$ cat config.mk
export PLATFORM = sky130hd
export DESIGN_NAME = fu_issue_scheduler
export DESIGN_NICKNAME = d
export VERILOG_FILES = /design/src/rtl/fu_issue_scheduler.sv
export SDC_FILE = /design/constraint.sdc
export NUM_CORES = 1
export LEC_CHECK = 0
export ABC_AREA = 1
export BUFFER_PORTS_ARGS = -buffer_cell sky130_fd_sc_hd__buf_4
export CAP_MARGIN = 20
export CORE_MARGIN = 2
export CORE_UTILIZATION = 58
export CTS_BUF_LIST = sky130_fd_sc_hd__clkbuf_2 sky130_fd_sc_hd__clkbuf_4 sky130_fd_sc_hd__clkbuf_8
export DETAILED_ROUTE_END_ITERATION = 7
export GPL_ROUTABILITY_DRIVEN = 0
export HOLD_SLACK_MARGIN = 0.02
export PLACE_DENSITY = 0.79
export SLEW_MARGIN = 20
export SYNTH_ARGS = -nofsm -noshare
export SYNTH_HDL_FRONTEND = slang
export SYNTH_SLANG_ARGS = --single-unit
$ cat constraint.sdc
create_clock -name clock -period 4.03 [get_ports clock]
set_clock_uncertainty 0.05 [all_clocks]
set_input_delay 0 -clock clock [delete_from_list [all_inputs] [get_ports clock]]
set_output_delay 0 -clock clock [all_outputs]
set_load 0.005 [all_outputs]
$ cat src/rtl/fu_issue_scheduler.sv
// Issue sequencer for a 3-lane FU FIFO: picks free lanes in rotating priority, runs a
// per-FU IDLE/BUSY/DONE FSM with a latency down-counter, and holds results until CDB grant.
module fu_issue_scheduler #(
  parameter int LATENCY    = 4,
  parameter int FIFO_DEPTH = 8
) (
  input  logic                          clock,
  input  logic                          reset,
  input  logic                          squash,
  input  logic [$clog2(FIFO_DEPTH):0]   fifo_avail,
  input  logic [2:0]                    cdb_gnt,
  output logic [2:0]                    rd_EN,
  output logic [2:0]                    cdb_req,
  output logic [2:0]                    fu_busy,
  output logic [1:0]                    issue_count
);

  localparam int CW = $clog2(LATENCY) + 1;
  localparam int AW = $clog2(FIFO_DEPTH) + 1;

  typedef enum logic [1:0] {
    IDLE = 2'd0,
    BUSY = 2'd1,
    DONE = 2'd2
  } fu_state_t;

  fu_state_t       r_state [3];
  logic [CW-1:0]   r_cnt   [3];
  logic [1:0]      r_rr_ptr;

  logic            w_flush;
  logic [2:0]      w_free;
  logic [2:0]      w_rd_en;
  logic [AW-1:0]   w_n;
  logic [1:0]      w_lane;
  logic [1:0]      w_last;
  logic [1:0]      w_rr_next;

  function automatic logic [1:0] rot_lane(input logic [1:0] ptr, input logic [1:0] k);
    logic [2:0] s;
    s = {1'b0, ptr} + {1'b0, k};
    if (s >= 3'd3) s = s - 3'd3;
    return s[1:0];
  endfunction

  assign w_flush = reset | squash;

  // A DONE FU whose result is being granted this cycle can accept a new op immediately.
  always_comb begin
    w_free = '0;
    for (int i = 0; i < 3; i++) begin
      w_free[i] = (r_state[i] == IDLE) || ((r_state[i] == DONE) && cdb_gnt[i]);
    end
  end

  always_comb begin
    w_rd_en = '0;
    w_n     = '0;
    w_lane  = '0;
    w_last  = r_rr_ptr;
    for (int k = 0; k < 3; k++) begin
      w_lane = rot_lane(r_rr_ptr, 2'(k));
      if (w_free[w_lane] && (w_n < fifo_avail)) begin
        w_rd_en[w_lane] = 1'b1;
        w_n             = w_n + AW'(1);
        w_last          = w_lane;
      end
    end
    if (w_flush) w_rd_en = '0;
  end

  assign w_rr_next = (w_n != '0) ? ((w_last == 2'd2) ? 2'd0 : w_last + 2'd1) : r_rr_ptr;

  assign rd_EN       = w_rd_en;
  assign issue_count = {1'b0, w_rd_en[0]} + {1'b0, w_rd_en[1]} + {1'b0, w_rd_en[2]};

  always_comb begin
    cdb_req = '0;
    fu_busy = '0;
    for (int i = 0; i < 3; i++) begin
      cdb_req[i] = !w_flush && (r_state[i] == DONE);
      fu_busy[i] = !w_flush && (r_state[i] != IDLE);
    end
  end

  always_ff @(posedge clock) begin
    if (w_flush) begin
      r_rr_ptr <= '0;
      for (int i = 0; i < 3; i++) begin
        r_state[i] <= IDLE;
        r_cnt[i]   <= '0;
      end
    end else begin
      r_rr_ptr <= w_rr_next;
      for (int i = 0; i < 3; i++) begin
        if (w_rd_en[i]) begin
          r_state[i] <= BUSY;
          r_cnt[i]   <= CW'(LATENCY - 1);
        end else begin
          case (r_state[i])
            BUSY: begin
              if (r_cnt[i] == '0) r_state[i] <= DONE;
              else                r_cnt[i]   <= r_cnt[i] - CW'(1);
            end
            DONE: begin
              if (cdb_gnt[i]) r_state[i] <= IDLE;
            end
            default: r_state[i] <= r_state[i];
          endcase
        end
      end
    end
  end

  // The FIFO cannot report more entries than it holds.
  assert property (@(posedge clock) disable iff (reset) fifo_avail <= AW'(FIFO_DEPTH));

endmodule

# == After elaboration in Yosys (flattened, before gate mapping) ==
# Memory sizes are Yosys's and may differ from the RTL's.
# Cells that the tools add are included.
# op_classes
order_cmp,12
n_div,0
n_mul,0
addsub,13
eq_ne,7
n_reduce_logical,32
n_shift,0
mux,112
bitwise_logic,21
# ops
operator,n
two-way mux 1 bit,75
two-way mux 2 bit,19
two-way mux 3 bit,10
bitwise OR 1 bit,19
logical AND 1 bit,15
zero test 3 bit,3
"less-than comparator 2 x 3 -> 1 bit, second input constant",3
"subtractor 3 x 1 -> 3 bit, second input constant",3
"adder 4 x 1 -> 4 bit, second input constant",2
"equality test 2 bit, second input constant",4
less-than comparator 4 bit,2
two-way mux 4 bit,2
binary-select mux 1 bit (select 2 bit),3
demux 1 bit (select 2 bit),3
"equality test 2 x 1 -> 1 bit, second input constant",3
"greater-or-equal comparator 2 x 1 -> 1 bit, second input constant",3
"greater-or-equal comparator 3 x 2 -> 1 bit, second input constant",2
zero test 2 bit,3
bitwise OR 3 bit,2
nonzero test 2 bit,3
OR reduction 2 bit,3
"subtractor 2 bit, second input constant",3
"less-than comparator 1 x 4 -> 1 bit, first input constant",1
nonzero test 4 bit,1
other kinds (8),10
# word_totals
latchBits,0
romBits,0
ramBits,15
register_bits,2
output_inout_bits,11
elab_cells,200
mem_count,2
# memory_table
memory,depth,width,rd,rd_clocked_by_memory_dff,wr,line,text
r_cnt,3,3,3,0,3,28,logic [CW-1:0] r_cnt [3];
r_state,3,2,3,0,3,27,fu_state_t r_state [3];

# == Logic depth before layout (Yosys ltp) ==
# Gate-level depths: netlist of the first run.
# An unclocked memory read counts as a cell.
# depth
ltp_word,22
mapped_depth,24
ltp_nobuf,24

# == Least setup slack after synthesis of the first run ==
# No wires, ideal clock.
# synth_path
kind,reg-to-reg
from,register r_rr_ptr[0]
to,memory r_state[0][0] (netlist bit) (enable)
slack_ns,1.065
t_arrival_ns,2.607
synth_period_minus_slack_ns,2.965
setup_ns,0.309
path_buffers,0
stages_incl_launch_ff,23
path_cell_list,dfxtp_1 -> inv_1 -> ha_1 -> nor2_1 -> nand3_1 -> nand3_2 -> nor2_4 -> nand2_4 -> inv_4 -> nand2_2 -> inv_1 -> ha_1 -> nand2_1 -> nand2_1 -> nand2_1 -> nand3_1 -> nand2_1 -> inv_1 -> a21oi_4 -> nor2_4 -> nand3_2 -> nand2_1 -> nor2_1
# synth_rtl
element,line,text
start: declaration,29,logic [1:0] r_rr_ptr;
start signal: assignment,94,r_rr_ptr <= w_rr_next;
end: declaration,27,

# == Worst setup path after layout of the first run ==
# layout_path
from,register r_rr_ptr[0]
to,output port issue_count[0]
# layout_via
elab_chain_cells,15
elab_cells_between_ends,48
# layout_lines
element,line,text
subtractor 2 bit or greater-or-equal comparator 2 bit (tied branches),42,if (s >= 3'd3) s = s - 3'd3;
two-way mux 2 bit,42,
binary-select mux 1 bit (select 2 bit),63,if (w_free[w_lane] && (w_n < fifo_avail)) begin
two-way mux 1 bit (implied by the code),63,
logical AND 1 bit,63,
two-way mux 1 bit,63,
less-than comparator 4 bit,63,
logical AND 1 bit,63,
two-way mux 4 bit,63,
less-than comparator 4 bit,63,
logical AND 1 bit,63,
two-way mux 3 bit (*),63,
two-way mux 3 bit (*),69,if (w_flush) w_rd_en = '0;
adder 1 x 1 -> 2 bit,75,"assign issue_count = {1'b0, w_rd_en[0]} + {1'b0, w_rd_en[1]} + {1'b0, w_rd_en[2]};"
adder 2 x 1 -> 2 bit (*),75,
end: declaration,15,output logic [1:0] issue_count
# Mark *: on every way between the ends. The rest lies on a longest branch, timed or not. The select of a mux whose other input is x is not followed.

==> reports/results.env, run 1 <==
SYNTHDOMINANTAREACELLTYPE='edfxtp_1'
DRC=0
CTS_TREE='yes'
SYNTHTOPCELLSBYAREA='edfxtp_1 (24%), ha_1 (14%), inv_1 (10%)'
R2R-START='r_rr_ptr[0]'
VIA_PER_INST=4.94
CLOCK_TREE.ROOT_CELL='clkbuf_4'
DIE_AREA_UM2=3720
HEIGHT_OF_THE_CHIP_UM=61.0
HOLD_BUFFERS=0
EDFF_COUNT_SYNTH=15
TIMING.HOLD.WS_PS=121
LAYOUT-AREA-OVERHEAD-VS-SYNTH_PCT=11.9
CRIT_REQUIRED_PS=3980
CRIT_TYPE='flip-flop to output pin'
CLK-INSERTION-DELAY-LATE_PS=300
CRITICAL_PATH.SLOWEST_CELL='fa_1'
SYNTHCELLS=242
GRT_ANTENNA_BEFORE_REPAIR=0
SETUP_SLACK_PS=392
COUNT_OF_MAX_CAP_CONSTRAINT_VIOLATIONS=0
GRT_FIRST_PASS_WIRELENGTH_UM=6130
SYNTH_SEQ_CELLS=17
MAX-CLOCK-PATH-BUFFERS=2
SLEW_VIOL_FINAL=0
MEAN_ROUTED_WIRELENGTH_PER_CELL_UM=11.6
REPORT.FINAL.HOLD_VIOL_COUNT=0
POWER-PER-CELL-AREA_nW_PER_UM2=945
POST-SYNTH-TOP-COUNT-CELL='inv_1'
TOTALWIRELENGTH_UM=3580
STATIC-LEAKAGE-POWER_nW=1.10
FIN_SETUP_TNS_PS=0
SYNTH.TOP_CELL.AREA_SHARE_PCT=23.9
CTSRESIZECOUNT=0
SEQ_AREA_FRAC_SYNTH_PCT=26.0
DP_WORST_SETUP_SLACK_PS=748
POST-CTS-SETUP-BUFFERS=0
HOLDCRITSTARTPOINT='reset'
STD_CELL_ROWS=20
POST_ROUTE_FRACTION_OF_THE_PERIOD_CONSUMED_BY_THE_CRITICAL_PATH_PCT=90.3
POST_SYNTH_ARST_SHARE_PCT=0
START_KIND='flip-flop'
PATH_CLK_SLEW_PS=110
CP_CELL_SEQUENCE='inv_1 -> ha_1 -> nor2_1 -> nand3_1 -> nand3_2 -> nor2_4 -> nand2_4 -> inv_4 -> nand2_2 -> inv_1 -> ha_1 -> nand2_1 -> nand2_1 -> nand2_1 -> nand2_2 -> o21ai_2 -> a21oi_4 -> nor2_2 -> fa_1 -> buf_4'
FINAL.MIN_CLOCK_PERIOD_PS=3640
DRT-INITIAL-DRC-COUNT=58
TOTAL_VIAS_IN_THE_FINAL_ROUTE=1520
POWER.TOTAL_mW=1.99
POWER.IR.VDD_WORST_uV=500
GRT_MAX_DEGREE=18
SYNTH_TOP_FLOP_CELL='edfxtp_1'
CRIT_ARRIVAL_PS=3590
SYNTH.YOSYS.WARNINGS=0
HOLD_DEPTH=3
TIMING.RR.END='r_state[0][1]'
NUM_IO_PINS=21
EFFECTIVE_UTILIZATION_AT_FLOORPLAN_PCT=61.2
RUN_STATUS='complete, no violations'
TRITONCTS_NUM_SINKS=17
TIMING.CRITICAL_PATH.FANOUT_MAX=7
NETLIST_TOP_CELLS_COUNT='inv_1 (52), nand2_1 (37), nor2_1 (26)'
FMAX_GHz=0.275
POST_ROUTE_CELLS_DRIVE_ABOVE_1_SHARE_PCT=26.1
ANTENNA_LEFT=0
GRT-OVFL-TOTAL=0
DP_HPWL_UM=2920
RR_WORST_DEPTH=22
HOLD_PATH.CLASS='input port to flip-flop'
SYNTHESIZED_NETLIST_NET_COUNT=274
DR.PASS1.ITERS=4
PATH_COMMON_CELL='nand2_1'
DESIGN.FINAL.NETS=297
SYNTH.CELL_AREA_UM2=1880
WORST_SLEW_PIN_SLEW_PS=493
SLEW-LIMIT-HEADROOM_PCT=67.0
FILLER_CELL_COUNT=277
TRACK_USAGE_PCT=21.9
FINALSETUPVIOLCOUNT=0
HTREE_LEVELS=1
GRT_SETUP_UNREPAIRED='no'
HOLD-PATH-ENDPOINT='r_cnt[0][1]'
INSERTEDDIODECOUNT=0
SYNTH.DISTINCT_CELLS=34
END_KIND='output pin'
CORE_UM2=3080
CTS-BUFFERS-INSERTED=3
TIMING.REG2REG.SETUP_SLACK_PS=680
SYN_AREA_CELL_UM2=7.78
CRITPATHMAXSTAGEDELAY_PS=440
VIAS_IN_THE_FIRST_GLOBAL_ROUTE=1457
DIE_W_UM=61.0
NUMPORTBUFFERS=20
-- layer usage --
layer	vias to the layer above	wire length, um	GRT usage [%]
li1	807	-	-
met1	667	1680	29.3
met2	39	1690	38.1
met3	7	178	3.20
met4	0	34	4.04
met5	-	0	0
-- logic make-up (layout without fill, tap and decap cells) --
logic type | after synthesis | count (layout) | share of synthesized area (%)
AO/OA/AOI/OAI | 25 | 25 | 11.0
XOR/XNOR | 3 | 3 | 1.40
adder cells (fa/ha/maj) | 22 | 22 | 15.0
buffers and inverters | 60 | 82 | 12.2
flip-flops | 17 | 17 | 26.0
AND/OR/NAND/NOR | 115 | 115 | 34.4
-- through the flow --
stage | util [%] | cell area, um2 | std cells
CTS | 68.5 | 2110 | 308
finish | 68.5 | 2110 | 308
detailed placement | 67.6 | 2080 | 304
global route | 68.5 | 2110 | 308
global placement | 67.6 | 2080 | 304
floorplan | - | 1880 | 242
-- worst max-delay path, delay by kind of cell, from the launching register on --
family | cells | cell delay (ps)
AND/OR/NAND/NOR | 11 | 1140
flip-flops | 1 | 390
AO/OA/AOI/OAI | 2 | 290
buffers and inverters | 4 | 390
adder cells (fa/ha/maj) | 3 | 1070
-- where the power goes --
| group | total, mW | switching, mW | internal [mW] |
|---|---|---|---|
| combinational | 1.54 | 0.985 | 0.552 |
| sequential | 0.358 | 0.0378 | 0.321 |
| clock | 0.0962 | 0.0593 | 0.0369 |
-- worst max path at each step --
| stage | startpoint | endpoint | slack [ps] | cells past startpoint |
|---|---|---|---|---|
| 2_1_floorplan | r_rr_ptr[0] | r_state[0][0] | 1060 | 22 |
| 3_3_place_gp | r_rr_ptr[0] | r_state[1][1] | 850 | 22 |
| 4_1_cts | r_rr_ptr[0] | issue_count[0] | 410 | 20 |
| 6_report | r_rr_ptr[0] | issue_count[0] | 390 | 20 |
| 3_5_place_dp | r_rr_ptr[0] | r_state[0][1] | 750 | 22 |
| 5_1_grt | r_rr_ptr[0] | issue_count[0] | 170 | 19 |
-- layout make-up --
class	instances	area (um2)	area share, %
clock buffers	3	22.5	1.07
clock inverters	1	5.00	0.238
inverters	58	220	10.5
multi-input cells	165	1160	55.2
flip-flops and latches	17	490	23.3
well taps	44	55.1	2.61
repair buffers	20	150	7.13
-- layout by cell type, fill, tap and decap left out, types with 5 or more instances in the layout --
| cell | n |
|---|---|
| edfxtp_1 | 15 |
| inv_1 | 52 |
| nand2_1 | 37 |
| nand3_2 | 6 |
| nand3_1 | 20 |
| nor2_1 | 26 |
| nand2_4 | 5 |
| buf_4 | 20 |
| o21ai_1 | 5 |
| ha_1 | 21 |
| nand2_2 | 5 |
-- registers in the layout (all words and copies together) (netlist names) --
register,count
r_state,6
r_rr_ptr,2
r_cnt,9
(Power assumes the default switching activity.)
==> run 2: changes to the inputs <==
--- a/config.mk
+++ b/config.mk
@@ -5,7 +5,7 @@
 export SDC_FILE = /design/constraint.sdc
 export NUM_CORES = 1
 export LEC_CHECK = 0
-export ABC_AREA = 1
+export ABC_AREA = 0
 export BUFFER_PORTS_ARGS = -buffer_cell sky130_fd_sc_hd__buf_4
 export CAP_MARGIN = 20
 export CORE_MARGIN = 2
==> run 2 against run 1 <==
Effect of this change:
- routed wire length is 22% higher
- sequential share of layout area is 0.71 points lower
- clock-buffer cell count up 1
- cell area increased by 3.7%
- clock power up 5%
- critical path depth decreased by 3
- final cell count shrank 15%
- synthesized cell count decreased by 20%
- die area decreased by 4.4%
- register-to-register slack worse by 360 ps
- critical path type unchanged
==> reports/results.env, run 2 <==
POWER.TOTAL_mW=1.98  # was 1.99 mW
LARGEST_REGISTERS='r_cnt x9, r_state x6, r_rr_ptr x2'  # unchanged
POWER-PER-CELL-AREA_nW_PER_UM2=907  # was 945 nW/um2
TOTALWIRELENGTH_UM=4370  # was 3580 um
INTERNAL_POWER_SUMMED_OVER_ALL_CELLS_mW=1.04  # was 0.910 mW
POWER.IR.VDD_WORST_uV=509  # was 500 uV
REPORT.FINAL.HOLD_VIOL_COUNT=0  # unchanged
STATIC-LEAKAGE-POWER_nW=0.961  # was 1.10 nW
SLEW_VIOL_FINAL=0  # unchanged
SYNTHESIZED_NETLIST_NET_COUNT=226  # was 274
WORST_SLEW_PIN_SLEW_PS=912  # was 493 ps
DIE_W_UM=59.6  # was 61.0 um
MOSTFREQUENTLAYOUTCELL='buf_4'  # was inv_1
NUMPORTBUFFERS=20  # unchanged
SLEW-LIMIT-HEADROOM_PCT=39.0  # was 67.0%
STDCELL_AREA_UM2=2180  # was 2110 um2
VIA_PER_INST=6.30  # was 4.94
SYNTH.TOP_CELL.AREA_SHARE_PCT=25.1  # was 23.9%
HEIGHT_OF_THE_CHIP_UM=59.6  # was 61.0 um
FMAX_GHz=0.256  # was 0.275 GHz
VIAS_IN_THE_FIRST_GLOBAL_ROUTE=1580  # was 1457
SYNTHDOMINANTAREACELLTYPE='edfxtp_1'  # unchanged
FILLER_CELL_COUNT=217  # was 277
POST_SYNTH_ARST_SHARE_PCT=0  # unchanged
CRIT_ARRIVAL_PS=3850  # was 3590 ps
STD_CELL_ROWS=20  # unchanged
DIE_AREA_UM2=3550  # was 3720 um2
POWER.SWITCHING_FRACTION_PCT=47.5  # was 54.3%
SYNTH_SIMPLE_GATE_AREA_SHARE_PCT=26.8  # was 34.4%
CTS-BUFFERS-INSERTED=3  # unchanged
CLOCK_POWER_SHARE_PCT=5.1  # was 4.8%
POST_ROUTE_FRACTION_OF_THE_PERIOD_CONSUMED_BY_THE_CRITICAL_PATH_PCT=96.9  # was 90.3%
END_KIND='output pin'  # unchanged
TRITONCTS_NUM_SINKS=17  # unchanged
NUM_IO_PINS=21  # unchanged
DP_HPWL_UM=3290  # was 2920 um
INSERTEDDIODECOUNT=0  # unchanged
TOTAL_VIAS_IN_THE_FINAL_ROUTE=1658  # was 1520
NUMBER_OF_FLIP_FLOPS_IN_THE_LARGEST_REGISTER=9  # unchanged
GRT_FIRST_PASS_WIRELENGTH_UM=6650  # was 6130 um
SYNTHTOPCELLSBYAREA='edfxtp_1 (25%), ha_1 (15%), inv_1 (4.6%)'  # was edfxtp_1 (24%), ha_1 (14%), inv_1 (10%)
DP_WORST_SETUP_SLACK_PS=27.1  # was 748 ps
CLOCK_TREE.ROOT_CELL='clkbuf_4'  # unchanged
SYNTH.YOSYS.WARNINGS=0  # unchanged
SYN_AREA_CELL_UM2=9.25  # was 7.78 um2
HTREE_LEVELS=1  # unchanged
LAYOUT-AREA-OVERHEAD-VS-SYNTH_PCT=21.8  # was 11.9%
POWER.SWITCHING_mW=0.941  # was 1.08 mW
PLACEMENT.CELL_AREA_UM2=2000  # was 2080 um2
CORE_UM2=3000  # was 3080 um2
DRC=0  # unchanged
SEQ_AREA_FRAC_SYNTH_PCT=27.3  # was 26.0%
SYNTH_FA_HA_AREA_SHARE_PCT=15.8  # was 15.0%
REGISTERS.TOP_BY_FF_COUNT='r_cnt'  # unchanged
CTS_TREE='yes'  # unchanged
CLK-INSERTION-DELAY-LATE_PS=290  # was 300 ps
CRIT_REQUIRED_PS=3980  # about the same
SYNTH.CELL_AREA_UM2=1790  # was 1880 um2
DRT-INITIAL-DRC-COUNT=69  # was 58
SYNTH_TOP_FLOP_CELL='edfxtp_1'  # unchanged
COUNT_OF_MAX_CAP_CONSTRAINT_VIOLATIONS=0  # unchanged
GRT-OVFL-TOTAL=0  # unchanged
START_KIND='flip-flop'  # unchanged
SYNTH_SEQ_CELLS=17  # unchanged
FINAL.MIN_CLOCK_PERIOD_PS=3900  # was 3640 ps
SYNTH.DISTINCT_CELLS=61  # was 34
NETLIST_TOP_CELLS_COUNT='inv_1 (22), nand2_1 (22), ha_1 (21)'  # was inv_1 (52), nand2_1 (37), nor2_1 (26)
POST_ROUTE_CELLS_DRIVE_ABOVE_1_SHARE_PCT=30.9  # was 26.1%
FIN_UTIL_PCT=72.8  # was 68.5%
TIMING.REG2REG.SETUP_SLACK_PS=320  # was 680 ps
ANTENNA_LEFT=0  # unchanged
PATH_CLK_SLEW_PS=100  # was 110 ps
TRACK_USAGE_PCT=24.5  # was 21.9%
SYNTH_MUX_AREA_SHARE_PCT=0  # unchanged
MEAN_ROUTED_WIRELENGTH_PER_CELL_UM=16.6  # was 11.6 um
GRT_ANTENNA_BEFORE_REPAIR=0  # unchanged
SYNTH_COMPOUND_AREA_SHARE_PCT=22.5  # was 11.0%
CRIT_TYPE='flip-flop to output pin'  # unchanged
POWER.SHARE.SEQUENTIAL_PCT=17.5  # was 18.0%
EDFF_COUNT_SYNTH=15  # unchanged
DESIGN.FINAL.NETS=263  # was 297
XOR_AND_XNOR_AREA_SHARE_AFTER_SYNTHESIS_PCT=1.46  # was 1.40%
SETUP_SLACK_PS=126  # was 392 ps
MOSTFREQUENTLAYOUTCELLS='buf_4 (36), inv_1 (22), nand2_1 (22)'  # was inv_1 (52), nand2_1 (37), nor2_1 (26)
MAX-CLOCK-PATH-BUFFERS=2  # unchanged
HOLD_PATH.CLASS='input port to flip-flop'  # unchanged
DOMINANT_COMBINATIONAL_CELL_FAMILY_BY_AREA_AFTER_SYNTHESIS='simple AND/OR/NAND/NOR gates'  # unchanged
SYNTHCELLS=194  # was 242
DR.PASS1.ITERS=4  # unchanged
GRT_MAX_DEGREE=15  # was 18
POWER.COMBINATIONAL.FRACTION_PCT=77.4  # was 77.2%
FINALSETUPVIOLCOUNT=0  # unchanged
RUN_STATUS='complete, no violations'  # unchanged
EFFECTIVE_UTILIZATION_AT_FLOORPLAN_PCT=59.8  # was 61.2%
TIMING.CRITICAL_PATH.FANOUT_MAX=5  # was 7
[run 2: cell count changes after synthesis, sizes merged, moves of 6 or more]
cell	previous run	this run
nand2	47	22
nor2	34	16
and2	0	7
nand3	29	2
inv	57	22
a211oi	0	6
[run 2: worst max-delay path: stages (launching register included)]
cell and delay [ps]:
edfxtp_1 420, inv_1 120, ha_2 240, a211oi_4 90, buf_4 150, a211oi_4 270, nor2_2 140, nor2_4 130
inv_1 60, ha_1 310, nor3b_2 190, nor4_2 60, buf_4 150, a21o_1 180, o221a_2 310, nor2_4 170
fa_1 420, buf_4 140
[run 2: power groups by stage]
| stage | combinational (mW) | clock, mW | sequential (mW) |
|---|---|---|---|
| finish | 1.53 | 0.101 | 0.346 |
| global route | 1.66 | 0.110 | 0.354 |
| CTS | 1.39 | 0.103 | 0.342 |
| detailed placement | 1.31 | 0 | 0.345 |
| global placement | 1.26 | 0 | 0.340 |
| floorplan | 1.00 | 0 | 0.330 |
[run 2: through the flow]
stage               setup TNS (ps)  hold slack (ps)  std cells
finish                           0              152        263
global route                 -44.7              174        263
CTS                              0              152        255
detailed placement               0              308        247
global placement                 0              296        247
floorplan                        0              157        194
[run 2: path summary, 6_finish.rpt]
check,start,end,cells after the start
max reg2reg,r_state[0][0],r_cnt[2][1],17
max,r_state[0][0],issue_count[0],17
min reg2reg,r_cnt[2][0],r_cnt[2][0],1
min,cdb_gnt[0],r_state[0][1],3
[run 2: metal layers]
layer  global-route usage (%)  vias to the layer above  share of wire (%)
met5                        0                        -                  0
met4                     14.0                        0                4.7
met3                     3.93                       27                6.1
met2                     44.7                       83                 49
met1                     26.4                      779                 41
li1                         -                      769                  -
[run 2: repair_timing]
action	in CTS	in global routing
setup endpoints to repair	2	2
hold buffers	1	0
setup buffers	3	8
hold endpoints to repair	1	0
resized for setup	9	8
pin swaps	2	4
[run 2: layout make-up]
type / count / area [um2] / area share, %
flip-flops and latches: 17 / 493 / 22.6
repair buffers: 37 / 280 / 12.8
well taps: 33 / 41.3 / 1.89
inverters: 22 / 82.6 / 3.78
clock buffers: 4 / 30.0 / 1.37
multi-input cells: 150 / 1260 / 57.6
[run 2: logic make-up (layout without fill, tap and decap cells)]
family | count (synthesis) | after routing
adder cells (fa/ha/maj) | 22 | 22
buffers and inverters | 27 | 63
AO/OA/AOI/OAI | 46 | 46
flip-flops | 17 | 17
XOR/XNOR | 3 | 3
AND/OR/NAND/NOR | 79 | 79
==> run 3: changes to the inputs <==
--- a/config.mk
+++ b/config.mk
@@ -10,7 +10,7 @@
 export CAP_MARGIN = 20
 export CORE_MARGIN = 2
 export CORE_UTILIZATION = 58
-export CTS_BUF_LIST = sky130_fd_sc_hd__clkbuf_2 sky130_fd_sc_hd__clkbuf_4 sky130_fd_sc_hd__clkbuf_8
+export CTS_BUF_LIST = sky130_fd_sc_hd__clkbuf_8
 export DETAILED_ROUTE_END_ITERATION = 7
 export GPL_ROUTABILITY_DRIVEN = 0
 export HOLD_SLACK_MARGIN = 0.02
==> run 3 against run 2 <==
Effect of this change:
- die area stayed put
- via count is 4.2% lower
- clock-buffer cell count is 1 lower
- core utilization is 2.0 points lower
- highest routed layer unchanged
- critical path type unchanged
- hold slack worse by 110 ps
- largest power group unchanged
- clock power is 30% higher
- first-iteration DRC count is 23% higher
==> reports/results.env, run 3 (synthesis gave the netlist of run 2 again) <==
MEAN_ROUTED_WIRELENGTH_PER_CELL_UM=16.4  # was 16.6 um
NUM_IO_PINS=21  # unchanged
STD_CELL_ROWS=20  # unchanged
POWER-PER-CELL-AREA_nW_PER_UM2=906  # was 907 nW/um2
FINALSETUPVIOLCOUNT=0  # unchanged
CORE_UM2=3000  # unchanged
REGISTERS.TOP_BY_FF_COUNT='r_cnt'  # unchanged
DP_HPWL_UM=3290  # unchanged
DR.PASS1.ITERS=4  # unchanged
STATIC-LEAKAGE-POWER_nW=0.931  # was 0.961 nW
CLK-INSERTION-DELAY-LATE_PS=260  # was 290 ps
GRT_SETUP_UNREPAIRED='no'
LAYOUT-AREA-OVERHEAD-VS-SYNTH_PCT=18.5  # was 21.8%
HOLD_PATH.CLASS='input port to flip-flop'  # unchanged
MAX-CLOCK-PATH-BUFFERS=2  # unchanged
GRT_MAX_DEGREE=15  # unchanged
CTS-BUFFERS-INSERTED=3  # unchanged
VIAS_IN_THE_FIRST_GLOBAL_ROUTE=1566  # was 1580
GRT_ANTENNA_BEFORE_REPAIR=0  # unchanged
CRIT_TYPE='flip-flop to output pin'  # unchanged
REPORT.FINAL.HOLD_VIOL_COUNT=0  # unchanged
HEIGHT_OF_THE_CHIP_UM=59.6  # unchanged
DRT-INITIAL-DRC-COUNT=85  # was 69
TRACK_USAGE_PCT=24.9  # was 24.5%
RUN_STATUS='complete, no violations'  # unchanged
FINAL.MIN_CLOCK_PERIOD_PS=3880  # was 3900 ps
NUMBER_OF_FLIP_FLOPS_IN_THE_LARGEST_REGISTER=9  # unchanged
FMAX_GHz=0.258  # was 0.256 GHz
PATH_CLK_SLEW_PS=70  # was 100 ps
MOSTFREQUENTLAYOUTCELLS='buf_4 (30), inv_1 (23), nand2_1 (22)'  # was buf_4 (36), inv_1 (22), nand2_1 (22)
SLEW-LIMIT-HEADROOM_PCT=37.7  # was 39.0%
INSERTEDDIODECOUNT=0  # unchanged
DIE_W_UM=59.6  # unchanged
GRT_FIRST_PASS_WIRELENGTH_UM=6700  # was 6650 um
VIA_PER_INST=6.21  # was 6.30
END_KIND='output pin'  # unchanged
POST_ROUTE_CELLS_DRIVE_ABOVE_1_SHARE_PCT=28.3  # was 30.9%
CTS_TREE='yes'  # unchanged
DRC=0  # unchanged
LARGEST_REGISTERS='r_cnt x9, r_state x6, r_rr_ptr x2'  # unchanged
HOLD_BUFFERS=0  # was 1
TIMING.CRITICAL_PATH.FANOUT_MAX=6  # was 5
NUMPORTBUFFERS=20  # unchanged
WORST_SLEW_PIN_SLEW_PS=931  # was 912 ps
POST_ROUTE_FRACTION_OF_THE_PERIOD_CONSUMED_BY_THE_CRITICAL_PATH_PCT=96.2  # was 96.9%
POWER.TOTAL_mW=1.93  # was 1.98 mW
TOTAL_VIAS_IN_THE_FINAL_ROUTE=1589  # was 1658
POWER.IR.VDD_WORST_uV=483  # was 509 uV
CRIT_ARRIVAL_PS=3830  # was 3850 ps
TOTALWIRELENGTH_UM=4200  # was 4370 um
TRITONCTS_NUM_SINKS=17  # unchanged
HTREE_LEVELS=1  # unchanged
CLOCK_TREE.ROOT_CELL='clkbuf_8'  # was clkbuf_4
START_KIND='flip-flop'  # unchanged
DESIGN.FINAL.NETS=256  # was 263
DIE_AREA_UM2=3550  # unchanged
MOSTFREQUENTLAYOUTCELL='buf_4'  # unchanged
FIN_SETUP_TNS_PS=0  # unchanged
FILLER_CELL_COUNT=232  # was 217
TIMING.REG2REG.SETUP_SLACK_PS=320  # about the same
CRIT_REQUIRED_PS=3980  # about the same
COUNT_OF_MAX_CAP_CONSTRAINT_VIOLATIONS=0  # unchanged
EFFECTIVE_UTILIZATION_AT_FLOORPLAN_PCT=59.8  # unchanged
SLEW_VIOL_FINAL=0  # unchanged
ANTENNA_LEFT=0  # unchanged
GRT-OVFL-TOTAL=0  # unchanged
-- run 3: cell types whose count changed in the layout (fill, tap and decap cells not counted), sizes merged --
cell	previous run	this run
inv	22	23
dlygate4sd3	1	0
clkbuf	4	3
buf	36	30
-- run 3: through the flow --
stage	cell area (um2)	utilization, %	hold slack [ps]	std cells	worst slack (ps)
CTS	2090	69.6	39.0	254	25.9
detailed placement	2000	66.5	308	247	27.1
global placement	2000	66.5	296	247	161
finish	2130	70.8	39.5	256	154
floorplan	1790	-	157	194	353
global route	2130	70.8	50.8	256	12.6
-- run 3: power by group --
group          switching (mW)  internal [mW]  leakage [nW]  total [mW]
clock network          0.0629         0.0678        0.0269       0.131
registers              0.0443          0.299         0.185       0.343
logic                   0.807          0.645         0.718        1.45
-- run 3: layout make-up --
type                    count  area [um2]  share of cell area (%)
inverters                  22        82.6                    3.88
repair buffers             30         225                    10.6
clock inverters             1        3.75                   0.177
flip-flops and latches     17         492                    23.1
well taps                  33        41.3                    1.94
clock buffers               3        41.3                    1.94
multi-input cells         150        1240                    58.3
-- run 3: worst max-delay path: stages, from the launching register on --
cell	delay [ps]
dfxtp_2	350
inv_1	100
ha_2	310
buf_4	200
a211oi_4	100
o31a_4	340
nor2_4	150
inv_1	60
ha_1	310
nor3b_2	190
nor4_2	60
buf_4	150
a211o_1	290
o211ai_1	150
and2_4	260
fa_1	390
buf_4	140
-- run 3: metal layers --
metal	GRT usage, %	wire length (um)	vias to the layer above
met4	13.0	105	0
met3	3.49	192	14
met1	27.5	1770	764
met2	45.7	2130	57
met5	0	0	-
li1	-	-	754
-- run 3: timing repair --
item / 4_1_cts / 5_1_grt
setup endpoints to repair: 1 / 2
endpoints found under the hold margin: 0 / 0
gates resized for setup: 8 / 6
pin swaps: 2 / 3
setup buffers: 3 / 2
-- run 3: final timing paths --
path                          to   startpoint  depth (start not counted)
setup / recovery  issue_count[0]  r_rr_ptr[1]                         16
hold / removal     r_state[2][1]   cdb_gnt[2]                          2
setup reg to reg     r_cnt[2][1]  r_rr_ptr[1]                         16
hold reg to reg      r_cnt[2][0]  r_cnt[2][0]                          1
